[config.mk]
export PLATFORM = sky130hd
export DESIGN_NAME = alib_rft_controller
export DESIGN_NICKNAME = d
export VERILOG_FILES = /design/src/rtl/alib_rft_ctrl_pkg.sv /design/src/rtl/alib_rr_arbiter.sv /design/src/rtl/alib_rft_controller.sv
export SDC_FILE = /design/constraint.sdc
export NUM_CORES = 1
export LEC_CHECK = 0
export ABC_AREA = 1
export BUFFER_PORTS_ARGS = -buffer_cell sky130_fd_sc_hd__buf_2
export CORE_AREA = 2 2 84 86
export DETAILED_ROUTE_END_ITERATION = 10
export DIE_AREA = 0 0 86 88
export PLACE_DENSITY = 0.78
export SETUP_SLACK_MARGIN = 0.15
export SLEW_MARGIN = 15
export SYNTH_ARGS = -nofsm -noshare
export SYNTH_HDL_FRONTEND = slang
export SYNTH_SLANG_ARGS = --single-unit
[constraint.sdc]
create_clock -name i_clk -period 1.75 [get_ports i_clk]
set_clock_uncertainty 0.1 [all_clocks]
set_input_delay 0.175 -clock i_clk [delete_from_list [all_inputs] [get_ports i_clk]]
set_output_delay 0.175 -clock i_clk [all_outputs]
set_load 0.05 [all_outputs]
[src/rtl/alib_rft_ctrl_pkg.sv]
// Shared types and defaults for the ranked frequency table controller.
package alib_rft_ctrl_pkg;

    localparam int STATE_W       = 3;
    localparam int DEF_PAR_IN    = 8;
    localparam int DEF_NUM_REQ   = 2;
    localparam int DEF_MAX_BEATS = 4096;
    localparam int DEF_CNT_BITS  = 16;

    typedef enum logic [STATE_W-1:0] {
        ST_CLEAR    = 3'd0,
        ST_WAIT_CLR = 3'd1,
        ST_COUNT    = 3'd2,
        ST_RANK     = 3'd3,
        ST_SERVE    = 3'd4
    } state_t;

endpackage

[src/rtl/alib_rr_arbiter.sv]
// R-way round-robin arbiter; one-hot grant, pointer advances past the winner.
module alib_rr_arbiter
    import alib_rft_ctrl_pkg::*;
#(
    parameter int R = DEF_NUM_REQ,
    localparam int IW = (R > 1) ? $clog2(R) : 1
) (
    input  logic         i_clk,
    input  logic         i_rst,
    input  logic         i_en,
    input  logic [R-1:0] i_req,
    output logic [R-1:0] o_gnt
);

    logic [IW-1:0] ptr;
    logic [IW-1:0] win;
    logic [IW-1:0] cand;
    logic          any;
    int            pos;

    always_comb begin
        o_gnt = '0;
        win   = '0;
        any   = 1'b0;
        pos   = 0;
        cand  = '0;
        for (int i = 0; i < R; i++) begin
            pos = int'(ptr) + i;
            if (pos >= R) pos = pos - R;
            cand = IW'(pos);
            if (i_en && !any && i_req[cand]) begin
                any         = 1'b1;
                win         = cand;
                o_gnt[cand] = 1'b1;
            end
        end
    end

    always_ff @(posedge i_clk) begin
        if (!i_rst) begin
            ptr <= '0;
        end else if (any) begin
            ptr <= (win == IW'(R - 1)) ? '0 : win + 1'b1;
        end
    end

endmodule

[src/rtl/alib_rft_controller.sv]
// RFT sequencing controller: clear, stream, rank, then arbitrated query serving.
// Optional block auto-close at MAX_BLOCK_BEATS: define ALIB_RFT_CTRL_AUTO_CLOSE_EN.
module alib_rft_controller
    import alib_rft_ctrl_pkg::*;
#(
    parameter int NUMBER_OF_PARALLEL_INPUTS = DEF_PAR_IN,
    parameter int NUM_REQUESTERS            = DEF_NUM_REQ,
    parameter int MAX_BLOCK_BEATS           = DEF_MAX_BEATS,
    parameter int BEAT_CNT_BITS             = DEF_CNT_BITS
) (
    input  logic                                   i_clk,
    input  logic                                   i_rst,
    input  logic [8*NUMBER_OF_PARALLEL_INPUTS-1:0] i_data,
    input  logic [NUMBER_OF_PARALLEL_INPUTS-1:0]   i_keep,
    input  logic                                   i_valid,
    input  logic                                   i_last,
    output logic                                   o_ready,
    output logic                                   o_tbl_rst_n,
    output logic [8*NUMBER_OF_PARALLEL_INPUTS-1:0] o_tbl_char,
    output logic [NUMBER_OF_PARALLEL_INPUTS-1:0]   o_tbl_valid,
    output logic                                   o_tbl_start_rank,
    input  logic                                   i_tbl_ready,
    input  logic                                   i_tbl_rank_done,
    output logic [7:0]                             o_tbl_query_char,
    input  logic [7:0]                             i_tbl_query_rank,
    input  logic [NUM_REQUESTERS-1:0]              i_req,
    input  logic [8*NUM_REQUESTERS-1:0]            i_req_char,
    output logic [NUM_REQUESTERS-1:0]              o_gnt,
    output logic [NUM_REQUESTERS-1:0]              o_rsp_valid,
    output logic [7:0]                             o_rsp_rank,
    input  logic                                   i_flush,
    output logic [STATE_W-1:0]                     o_state,
    output logic [BEAT_CNT_BITS-1:0]               o_beat_cnt
);

    localparam int R = NUM_REQUESTERS;
`ifdef ALIB_RFT_CTRL_AUTO_CLOSE_EN
    localparam logic AUTO_CLOSE = 1'b1;
`else
    localparam logic AUTO_CLOSE = 1'b0;
`endif

    state_t                   state;
    state_t                   state_nxt;
    logic [BEAT_CNT_BITS-1:0] beat_cnt;
    logic [BEAT_CNT_BITS-1:0] cnt_nxt;
    logic [R-1:0]             gnt;
    logic [R-1:0]             rsp_valid;
    logic                     rank_seen;
    logic                     hs;
    logic                     at_max;
    logic                     close;
    logic                     arb_en;

    assign o_ready = (state == ST_COUNT) && i_tbl_ready;
    assign hs      = o_ready && i_valid;
    assign cnt_nxt = (&beat_cnt) ? beat_cnt : beat_cnt + 1'b1;
    assign at_max  = (cnt_nxt == BEAT_CNT_BITS'(MAX_BLOCK_BEATS));
    assign close   = hs && (i_last || (AUTO_CLOSE && at_max));
    assign arb_en  = (state == ST_SERVE) && !i_flush;

    // Table clear covers both system reset and the one-cycle CLEAR pulse.
    assign o_tbl_rst_n      = i_rst && (state != ST_CLEAR);
    assign o_tbl_char       = i_data;
    assign o_tbl_valid      = hs ? i_keep : '0;
    assign o_tbl_start_rank = (state == ST_RANK) && !rank_seen;
    assign o_gnt            = gnt;
    assign o_rsp_valid      = rsp_valid;
    assign o_rsp_rank       = i_tbl_query_rank;
    assign o_state          = state;
    assign o_beat_cnt       = beat_cnt;

    always_comb begin
        o_tbl_query_char = '0;
        for (int n = 0; n < R; n++) begin
            if (gnt[n]) o_tbl_query_char = i_req_char[8*n +: 8];
        end
    end

    always_comb begin
        state_nxt = state;
        unique case (state)
            ST_CLEAR:    state_nxt = ST_WAIT_CLR;
            ST_WAIT_CLR: if (i_tbl_ready) state_nxt = ST_COUNT;
            ST_COUNT:    if (close) state_nxt = ST_RANK;
            ST_RANK:     if (i_tbl_rank_done) state_nxt = ST_SERVE;
            ST_SERVE:    if (i_flush) state_nxt = ST_CLEAR;
            default:     state_nxt = ST_CLEAR;
        endcase
    end

    always_ff @(posedge i_clk) begin
        if (!i_rst) begin
            state     <= ST_CLEAR;
            beat_cnt  <= '0;
            rank_seen <= 1'b0;
            rsp_valid <= '0;
        end else begin
            state     <= state_nxt;
            rank_seen <= (state == ST_RANK);
            rsp_valid <= gnt;
            if (state == ST_CLEAR || state == ST_WAIT_CLR) begin
                beat_cnt <= '0;
            end else if (hs) begin
                beat_cnt <= cnt_nxt;
            end
        end
    end

    alib_rr_arbiter #(
        .R(R)
    ) u_arb (
        .i_clk (i_clk),
        .i_rst (i_rst),
        .i_en  (arb_en),
        .i_req (i_req),
        .o_gnt (gnt)
    );

endmodule
# Word level (Yosys, flattened, before mapping)
# Cells that the tools add are included.
[op_classes] bitwise_logic=3 n_reduce_logical=21 eq_ne=8 n_mux=25 n_lt_le_gt_ge=6 add_sub_neg=5
[op_table] op="8-bit two-way mux" count=3
[op_table] op="16-bit by 1-bit adder with 16-bit output (second input constant)" count=1
[op_table] op="16-bit AND reduction" count=1
[op_table] op="3-bit case mux with 5 select lines" count=1
[op_table] op="1-bit two-way mux" count=13
[op_table] op="3-bit two-way mux" count=4
[op_table] op="1-bit logical AND" count=11
[op_table] op="2-bit inequality test (second input constant)" count=4
[op_table] op="3-bit by 2-bit == test with 1-bit output (second input constant)" count=2
[op_table] op="1-bit by 2-bit < comparator with 1-bit output (second input constant)" count=2
[op_table] op="2-bit two-way mux" count=2
[op_table] op="4-bit AND reduction" count=1
[op_table] op="3-bit by 1-bit == test with 1-bit output (second input constant)" count=1
[op_table] op="3-bit == test (second input constant)" count=1
[op_table] op="1-bit zero test" count=3
[op_table] op="3-bit zero test" count=1
[op_table] op="3-bit nonzero test" count=1
[op_table] op="1-bit by 1-bit adder with 2-bit output (second input constant)" count=1
[op_table] op="1-bit demux with 1-bit select" count=2
[op_table] op="1-bit >= comparator (second input constant)" count=2
[op_table] op="1-bit by 2-bit >= comparator with 1-bit output (second input constant)" count=1
[op_table] op="2-bit >= comparator (second input constant)" count=1
[op_table] op="1-bit NOT" count=2
[op_table] op="2-bit OR" count=1
[op_table] op="5 further kinds" count=6
[word_totals] inputBits=105 word_cells=73 regBits=23

# Logic depth before layout (Yosys ltp)
# Gate-level depths: netlist (run 1).
[depth] depth_word=12 ltp_mapped=10 ltp_nobuf=10

# Cells and area by module
# A second synthesis (run 1) with hierarchy kept.
[hier_totals] cells_unflattened=329 hier_area_um2=2098.3
[modules_own_cells] module="alib_rft_controller" instances=1 area_each_um2=2039.5 cells_each=319 seq_area_each_um2=440.4
[modules_own_cells] module="alib_rr_arbiter" instances=1 area_each_um2=58.8 cells_each=10 seq_area_each_um2=20.0

# Worst setup path after synthesis (run 1)
# No wires, ideal clock.
[synth_path] kind="reg2out" start="register state[0] (netlist: o_state[0])" end="output o_tbl_query_char[0]" slack_ns=-0.571 t_arrival_ns=2.046 n_path_buf=0 path_stages_with_launch=7 path_cell_list="dfxtp_1 nor2_1 nand2_1 inv_1 nand2_1 clkinv_1 a22o_1"
[synth_rtl] element="from (decl)" line_no="alib_rft_controller.sv:43" source="state_t state;"
[synth_rtl] element="from (signal assigned)" line_no="alib_rft_controller.sv:99" source="state <= state_nxt;"
[synth_rtl] element="3-bit == test *" line_no="alib_rft_controller.sv:60" source="assign arb_en = (state == ST_SERVE) && !i_flush;"
[synth_rtl] element="1-bit logical AND *" line_no="alib_rft_controller.sv:60"
[synth_rtl] element="1-bit logical AND" line_no="alib_rr_arbiter.sv:31" source="if (i_en && !any && i_req[cand]) begin"
[synth_rtl] element="1-bit two-way mux" line_no="alib_rr_arbiter.sv:31"
[synth_rtl] element="1-bit zero test" line_no="alib_rr_arbiter.sv:31"
[synth_rtl] element="1-bit logical AND (2 in series)" line_no="alib_rr_arbiter.sv:31"
[synth_rtl] element="2-bit two-way mux *" line_no="alib_rr_arbiter.sv:31"
[synth_rtl] element="net o_gnt[1]" line_no="alib_rft_controller.sv:28" source="output logic [NUM_REQUESTERS-1:0] o_gnt,"
[synth_rtl] element="8-bit two-way mux *" line_no="alib_rft_controller.sv:76" source="if (gnt[n]) o_tbl_query_char = i_req_char[8*n +: 8];"
[synth_rtl] element="to (decl)" line_no="alib_rft_controller.sv:24" source="output logic [7:0] o_tbl_query_char,"
# The timed path passes the listed nets; every way through them passes the cells marked *.

# Worst setup path after layout (run 1)
[layout_path] start="register state[2] (netlist: o_state[2])" end="output o_tbl_query_char[3]"
[layout_via] elab_chain_len=10
[layout_rtl] element="3-bit == test *" line_no="alib_rft_controller.sv:60"
[layout_rtl] element="1-bit logical AND *" line_no="alib_rft_controller.sv:60"
[layout_rtl] element="1-bit logical AND" line_no="alib_rr_arbiter.sv:31"
[layout_rtl] element="1-bit two-way mux" line_no="alib_rr_arbiter.sv:31"
[layout_rtl] element="1-bit zero test" line_no="alib_rr_arbiter.sv:31"
[layout_rtl] element="1-bit logical AND (2 in series)" line_no="alib_rr_arbiter.sv:31"
[layout_rtl] element="2-bit two-way mux *" line_no="alib_rr_arbiter.sv:31"
[layout_rtl] element="8-bit two-way mux" line_no="alib_rft_controller.sv:76"
[layout_rtl] element="8-bit two-way mux *" line_no="alib_rft_controller.sv:76"
# Every way passes the cells marked *; elsewhere a longest branch is shown, timed or not.

==> impl_summary.txt, run 1 <==
----------------------------------------------------
[Run status]
  Status ... complete, no violations

[Finish]
  Most common cell after layout, fill and taps aside ... buf_2
  Signed area change from the synthesized netlist to the final layout ... 40.1%
  Leading cell types in the layout, fill and taps excluded ... buf_2, nand2_1, nor2_1, inv_1, buf_4
  Filler-free cell count of the finished design ... 419
  Layout filler cell count ... 647
  Finished Core Util ... 0.423
  Number of nets in the layout ... 446
  Share of final-layout standard cells stronger than drive strength 1 ... 0.587
  Count of inserted antenna diode cells ... 0

[Synthesis]
  Synth Instances ... 304
  Number of enable-type register cells in the synthesized netlist ... 0
  Count of different cell masters after synthesis ... 25
  Count of warnings emitted by yosys ... 0
  Multiplexer area fraction after synthesis ... 0
  Proportion of synthesized chip area in sequential cells ... 0.230
  Simple-gate share of the synthesized area ... 0.301
  Yosys top cell by area ... buf_4
  Synth Cell Area ... 2000 um2
  Number of nets in the synthesized netlist ... 410
  Xor and xnor area share after synthesis ... 0.0218
  Count of state elements after synthesis ... 23
  Most used DFF post-synth ... dfxtp_1
  Main combinational cell family by area after synthesis ... buffers and inverters
  Share of Yosys cell area claimed by the top area cell type ... 0.270
  Synth Area per Inst ... 6.59 um2
  Top area cells in the synthesized netlist ... buf_4, dfxtp_1, nand2_1, nor2_1, inv_1
  Share of flip-flops with an asynchronous set or reset after synthesis ... 0
  Share of synthesized cell area in full adder, half adder and majority cells ... 0.00624
  Fraction of the mapped netlist area in compound gates ... 0.100

[Clock tree]
  Hold buffer count at cts ... 0
  Clock root cell ... clkbuf_8
  CTS H-Tree Depth ... 1
  Reg clk slew, reported paths ... 0.08 ns
  CTS buffer count ... 3
  TritonCTS clock tree ... yes
  Clock latency on the worst-skew pair ... 0.27 ns
  CTS sink cnt ... 23
  Buffer levels on the longest clock path ... 2

[STA]
  Worst hold slack ... 0.0287 ns
  Setup TNS after final layout ... 0 ns
  Fin crit share ... 0.993
  Total setup violations reported at the end of the flow ... 0
  Fin crit period ... 1.74 ns
  Final Hold Viols ... 0
  Worst Max-Slew Pin Slew ... 0.344 ns
  Max_slew headroom ... 0.770
  Max-slew violation count ... 0
  Min setup slack post-route ... 0.0116 ns
  Max Freq ... 575 MHz
  Unrepaired setup endpoints after global routing ... yes

[Route]
  Drt initial violations ... 121
  Detail-routed via count per cell ... 4.85
  Post-route antenna net violation count ... 0
  Detail-routed net length per standard cell ... 14.2 um
  Iteration count of the initial detailed-routing pass ... 4
  Wirelength, routed ... 5960 um
  DRC ... 0
  Total via count in the routed design ... 2031

[Placed design]
  Routability congestion estimate ... 0.808
  Worst setup slack after placement ... 0.0393 ns
  Post-detailed-placement half-perimeter wirelength ... 3640 um
  Number of buffer cells added on primary ports ... 74
  Placed Cells ... 387

[Floorplan]
  Overall die height ... 88 um
  Effective utilization at floorplan ... 0.302
  Overall die area ... 7570 um2
  DIE WIDTH ... 86 um
  FP Rows ... 30
  Core outline area ... 6640 um2
  Number of placed I/O pins ... 219

[Critical path]
  Cells along the critical path ... inv_4, nor2_4, nand2_4, inv_4, nand2_4, clkinv_4, a22o_4, buf_8
  Startpoint type of the worst setup path ... register
  Slowest stage delay, CP ... 0.38 ns
  Capturing element type of the critical path ... primary output
  Critical-path maximum fanout ... 5
  CP Class ... reg2out
  Family of cells with the greatest summed delay on the critical path ... flip-flops
  Buffers & Inverters on Critical Path ... 4
  CP required ... 1.47 ns
  Arrival time at the worst endpoint ... 1.46 ns
  Slowest-stage cell, CP ... dfxtp_4

[Pwr]
  IR drop worst, VDD ... 0.743 mV
  Total power per unit cell area ... 602 nW/um2
  Leakage component of the power ... 0.00125 uW

[Worst hold path]
  Class of the tightest hold or removal check ... in2reg

[GRT]
  Number of global-route vias before repair ... 1914
  Global-route wire length before repair ... 8360 um
  Antenna violations before repair ... 0
  Maximum number of pins on one net before global-route repair ... 15
  Sum of overflow across all layers after global routing ... 0
  Overall fraction of global-route tracks in use ... 0.135

[Flow run]
  Max_cap viols ... 0

----------------------------------------------------
==> metal layers <==
layer  vias to the layer above  part of all wire  global-route usage
li1                        958                 -                   -
met2                       108              0.54               0.241
met4                         0             0.031              0.0577
met1                       923              0.35               0.148
met3                        42             0.080              0.0396
met5                         -                 0                   0
==> repair_timing <==
| item | in CTS | in global routing |
|---|---|---|
| buffers inserted | 5 | 17 |
| endpoints found under the setup margin | 34 | 38 |
| gates resized for setup | 83 | 43 |
| pin swaps | 29 | 12 |
| cloned | 3 | 3 |
| hold endpoints to repair | 0 | 0 |
==> final timing paths <==
kind	endpoint	cells past startpoint	slack, ns	startpoint
max	o_tbl_query_char[3]	8	0.01	o_state[2]$_SDFFE_PN0P_
min	register	2	0.03	i_req[1]
max reg2reg	o_beat_cnt[7]$_SDFFE_PP0P_	10	0.10	o_beat_cnt[1]$_SDFFE_PP0P_
min reg2reg	o_beat_cnt[7]$_SDFFE_PP0P_	2	0.40	o_beat_cnt[7]$_SDFFE_PP0P_
==> power by group <==
part / leakage, uW / total, uW / switching (uW) / internal, uW
Clock: 0.0000228 / 339 / 176 / 163
Combinational: 0.00103 / 752 / 486 / 265
Sequential: 0.000194 / 600 / 45.3 / 554
==> per-stage QoR <==
stage | cell area [um2] | power, uW
after detailed placement | 2120 | 1150
final | 2810 | 1690
after global routing | 2810 | 1780
after floorplan | 2180 | 1460
after global placement | 2120 | 1140
after CTS | 2480 | 1580
==> worst register-to-register path: cells and delay by family (launching register included) <==
kind                       cells  cell delay [ns]
DFF                            1             0.38
AOI/OAI and AO/OA              1             0.05
adders and majority gates      1             0.15
and+or+nand+nor                5             0.56
buffers and inverters          3             0.33
==> cell families after synthesis <==
| group | after synthesis |
|---|---|
| flip-flops | 23 |
| AO/OA/AOI/OAI | 33 |
| AND/OR/NAND/NOR | 137 |
| buffers and inverters | 105 |
| adder cells (fa/ha/maj) | 1 |
| XOR/XNOR | 5 |
==> final cells by class <==
cell class                 count  area (um2)  area share
timing repair buffer         100         762       0.271
tap                           80         100      0.0356
inverter                      30         146      0.0521
sequential                    23         493       0.176
timing repair inverter         3        33.8      0.0120
clock buffer                   4        45.0      0.0160
multi-input combinational    179        1230       0.437
==> cell usage after synthesis, types with 3 or more instances <==
master,number
nor2_1,41
a22o_1,8
buf_4,72
inv_1,27
nor2_4,3
xor2_1,4
a21oi_1,16
nand4_1,4
o21ai_0,6
nand2_2,3
nand3_1,11
nand2_1,69
dfxtp_1,23
==> registers in the layout (all words and copies together), names as in the netlist, named ones only <==
register	cells
o_beat_cnt	16
o_state	3
o_rsp_valid	2
rank_seen	1
Note: power is estimated with default switching activity, not from simulation.
==> inputs of run 2 (changes only) <==
- HOLD_SLACK_MARGIN: not set -> 0.03
==> impl_summary.txt, run 2 (synthesized netlist as in run 1, its figures left out) <==
----------------------------------------------------
[Clock tree]
  Clock latency on the worst-skew pair ... 0.27 ns
  CTS sink cnt ... 23
  Clock root cell ... clkbuf_8
  CTS H-Tree Depth ... 1
  CTS buffer count ... 3
  Reg clk slew, reported paths ... 0.08 ns
  Buffer levels on the longest clock path ... 2
  TritonCTS clock tree ... yes

[Placed design]
  Post-detailed-placement half-perimeter wirelength ... 3640 um
  Number of buffer cells added on primary ports ... 74
  Placed Cells ... 387
  Routability congestion estimate ... 0.808

[Floorplan]
  Number of placed I/O pins ... 219
  DIE WIDTH ... 86 um
  Overall die height ... 88 um
  Overall die area ... 7570 um2
  FP Rows ... 30
  Core outline area ... 6640 um2
  Effective utilization at floorplan ... 0.302

[STA]
  Setup TNS after final layout ... 0 ns
  Max-slew violation count ... 0
  Total setup violations reported at the end of the flow ... 0
  Max_slew headroom ... 0.770
  Fin crit period ... 1.74 ns
  Fin crit share ... 0.995
  Worst hold slack ... 0.110 ns
  Unrepaired setup endpoints after global routing ... yes
  Max Freq ... 574 MHz
  Final Hold Viols ... 0
  Worst Max-Slew Pin Slew ... 0.344 ns

[Critical path]
  Reg2Reg Depth ... 10
  Reg-to-reg endpoint ... o_beat_cnt[7]$_SDFFE_PP0P_
  Buffers & Inverters on Critical Path ... 4
  Logic depth of the worst path, buffers included ... 8
  Cells along the critical path ... inv_4, nor2_4, nand2_4, inv_4, nand2_4, clkinv_4, a22o_4, buf_8
  Arrival time at the worst endpoint ... 1.47 ns
  Worst reg2reg path startpoint ... o_beat_cnt[1]$_SDFFE_PP0P_
  Family of cells with the greatest summed delay on the critical path ... flip-flops
  Startpoint type of the worst setup path ... register
  Reg2reg setup slack ... 0.10 ns
  Critical-path maximum fanout ... 5
  Capturing element type of the critical path ... primary output
  CP Class ... reg2out
  Slowest stage delay, CP ... 0.38 ns
  CP required ... 1.47 ns
  Slowest-stage cell, CP ... dfxtp_4

[GRT]
  Global-route wire length before repair ... 8330 um
  Sum of overflow across all layers after global routing ... 0
  Number of global-route vias before repair ... 1907
  Maximum number of pins on one net before global-route repair ... 15
  Antenna violations before repair ... 0
  Overall fraction of global-route tracks in use ... 0.134

[Finish]
  Count of inserted antenna diode cells ... 0
  Number of nets in the layout ... 452
  Signed area change from the synthesized netlist to the final layout ... 42.7%
  Most common cell after layout, fill and taps aside ... buf_2
  Leading cell types in the layout, fill and taps excluded ... buf_2, nand2_1, buf_4, nor2_1, inv_1
  Flip-flop count of the largest register, all copies and words added ... 16
  Filler-free cell count of the finished design ... 425
  Layout filler cell count ... 648
  Share of final-layout standard cells stronger than drive strength 1 ... 0.591
  Finished Core Util ... 0.431

[Route]
  Detail-routed net length per standard cell ... 14.2 um
  DRC ... 0
  Wirelength, routed ... 6030 um
  Total via count in the routed design ... 2059
  Drt initial violations ... 158
  Iteration count of the initial detailed-routing pass ... 5
  Detail-routed via count per cell ... 4.84
  Post-route antenna net violation count ... 0

[Pwr]
  Total power per unit cell area ... 601 nW/um2
  Total power of the final layout ... 1720 uW
  Leakage component of the power ... 0.00128 uW
  IR drop worst, VDD ... 0.757 mV

[Worst hold path]
  Class of the tightest hold or removal check ... in2reg
  Beginning of the worst hold path ... i_rst
  Number of stages on the worst hold path ... 3

[Flow run]
  Max_cap viols ... 0

[Run status]
  Status ... complete, no violations

----------------------------------------------------
[run 2: what timing repair did]
action / 4_1_cts / 5_1_grt
cloned: 3 / 3
buffers inserted: 5 / 22
pin swaps: 29 / 13
endpoints found under the setup margin: 34 / 38
endpoints found under the hold margin: 1 / 0
resized for setup: 83 / 44
hold buffers: 1 / 0
[run 2: worst register-to-register path, cell delays in order (launching register included)]
cell,delay (ns)
dfxtp_4,0.38
ha_4,0.15
inv_4,0.04
nor2_4,0.16
nand2_4,0.09
nor2_4,0.18
nor2_8,0.06
buf_12,0.15
buf_4,0.14
nand2_1,0.07
a21oi_2,0.05
[run 2: worst max-delay path by stage]
stage	to	start
floorplan	o_beat_cnt[13]$_SDFFE_PP0P_	o_state[2]$_SDFFE_PN0P_
global placement	o_tbl_query_char[0]	o_state[0]$_SDFFE_PN0P_
detailed placement	o_beat_cnt[11]$_SDFFE_PP0P_	o_beat_cnt[0]$_SDFFE_PP0P_
CTS	o_tbl_query_char[3]	o_state[2]$_SDFFE_PN0P_
global route	o_tbl_query_char[0]	o_state[1]$_SDFFE_PN0P_
finish	o_tbl_query_char[3]	o_state[2]$_SDFFE_PN0P_
[run 2: where the power goes]
part / internal, uW / switching [uW]
combinational: 284 / 492
clock: 163 / 179
sequential: 554 / 46.0
total: 1000 / 717
[run 2: metal layers]
layer / track usage / share of wire
met1: 0.151 / 0.35
met2: 0.237 / 0.53
met3: 0.0377 / 0.078
met4: 0.0577 / 0.036
met5: 0 / 0
[run 2: layout make-up]
cell class | instances | area, um2 | share of cell area
clock buffer | 4 | 45.0 | 0.0157
multi-input combinational | 179 | 1230 | 0.430
sequential | 23 | 493 | 0.172
timing repair inverter | 3 | 33.8 | 0.0118
inverter | 30 | 146 | 0.0512
tap | 80 | 100 | 0.0350
timing repair buffer | 106 | 813 | 0.284
[run 2: stage by stage]
step / setup WS [ns] / area, um2
2_1_floorplan: -0.103 / 2180
5_1_grt: -0.0522 / 2860
3_5_place_dp: 0.0393 / 2120
3_3_place_gp: 0.112 / 2120
4_1_cts: -0.0100 / 2490
6_report: 0.00912 / 2860
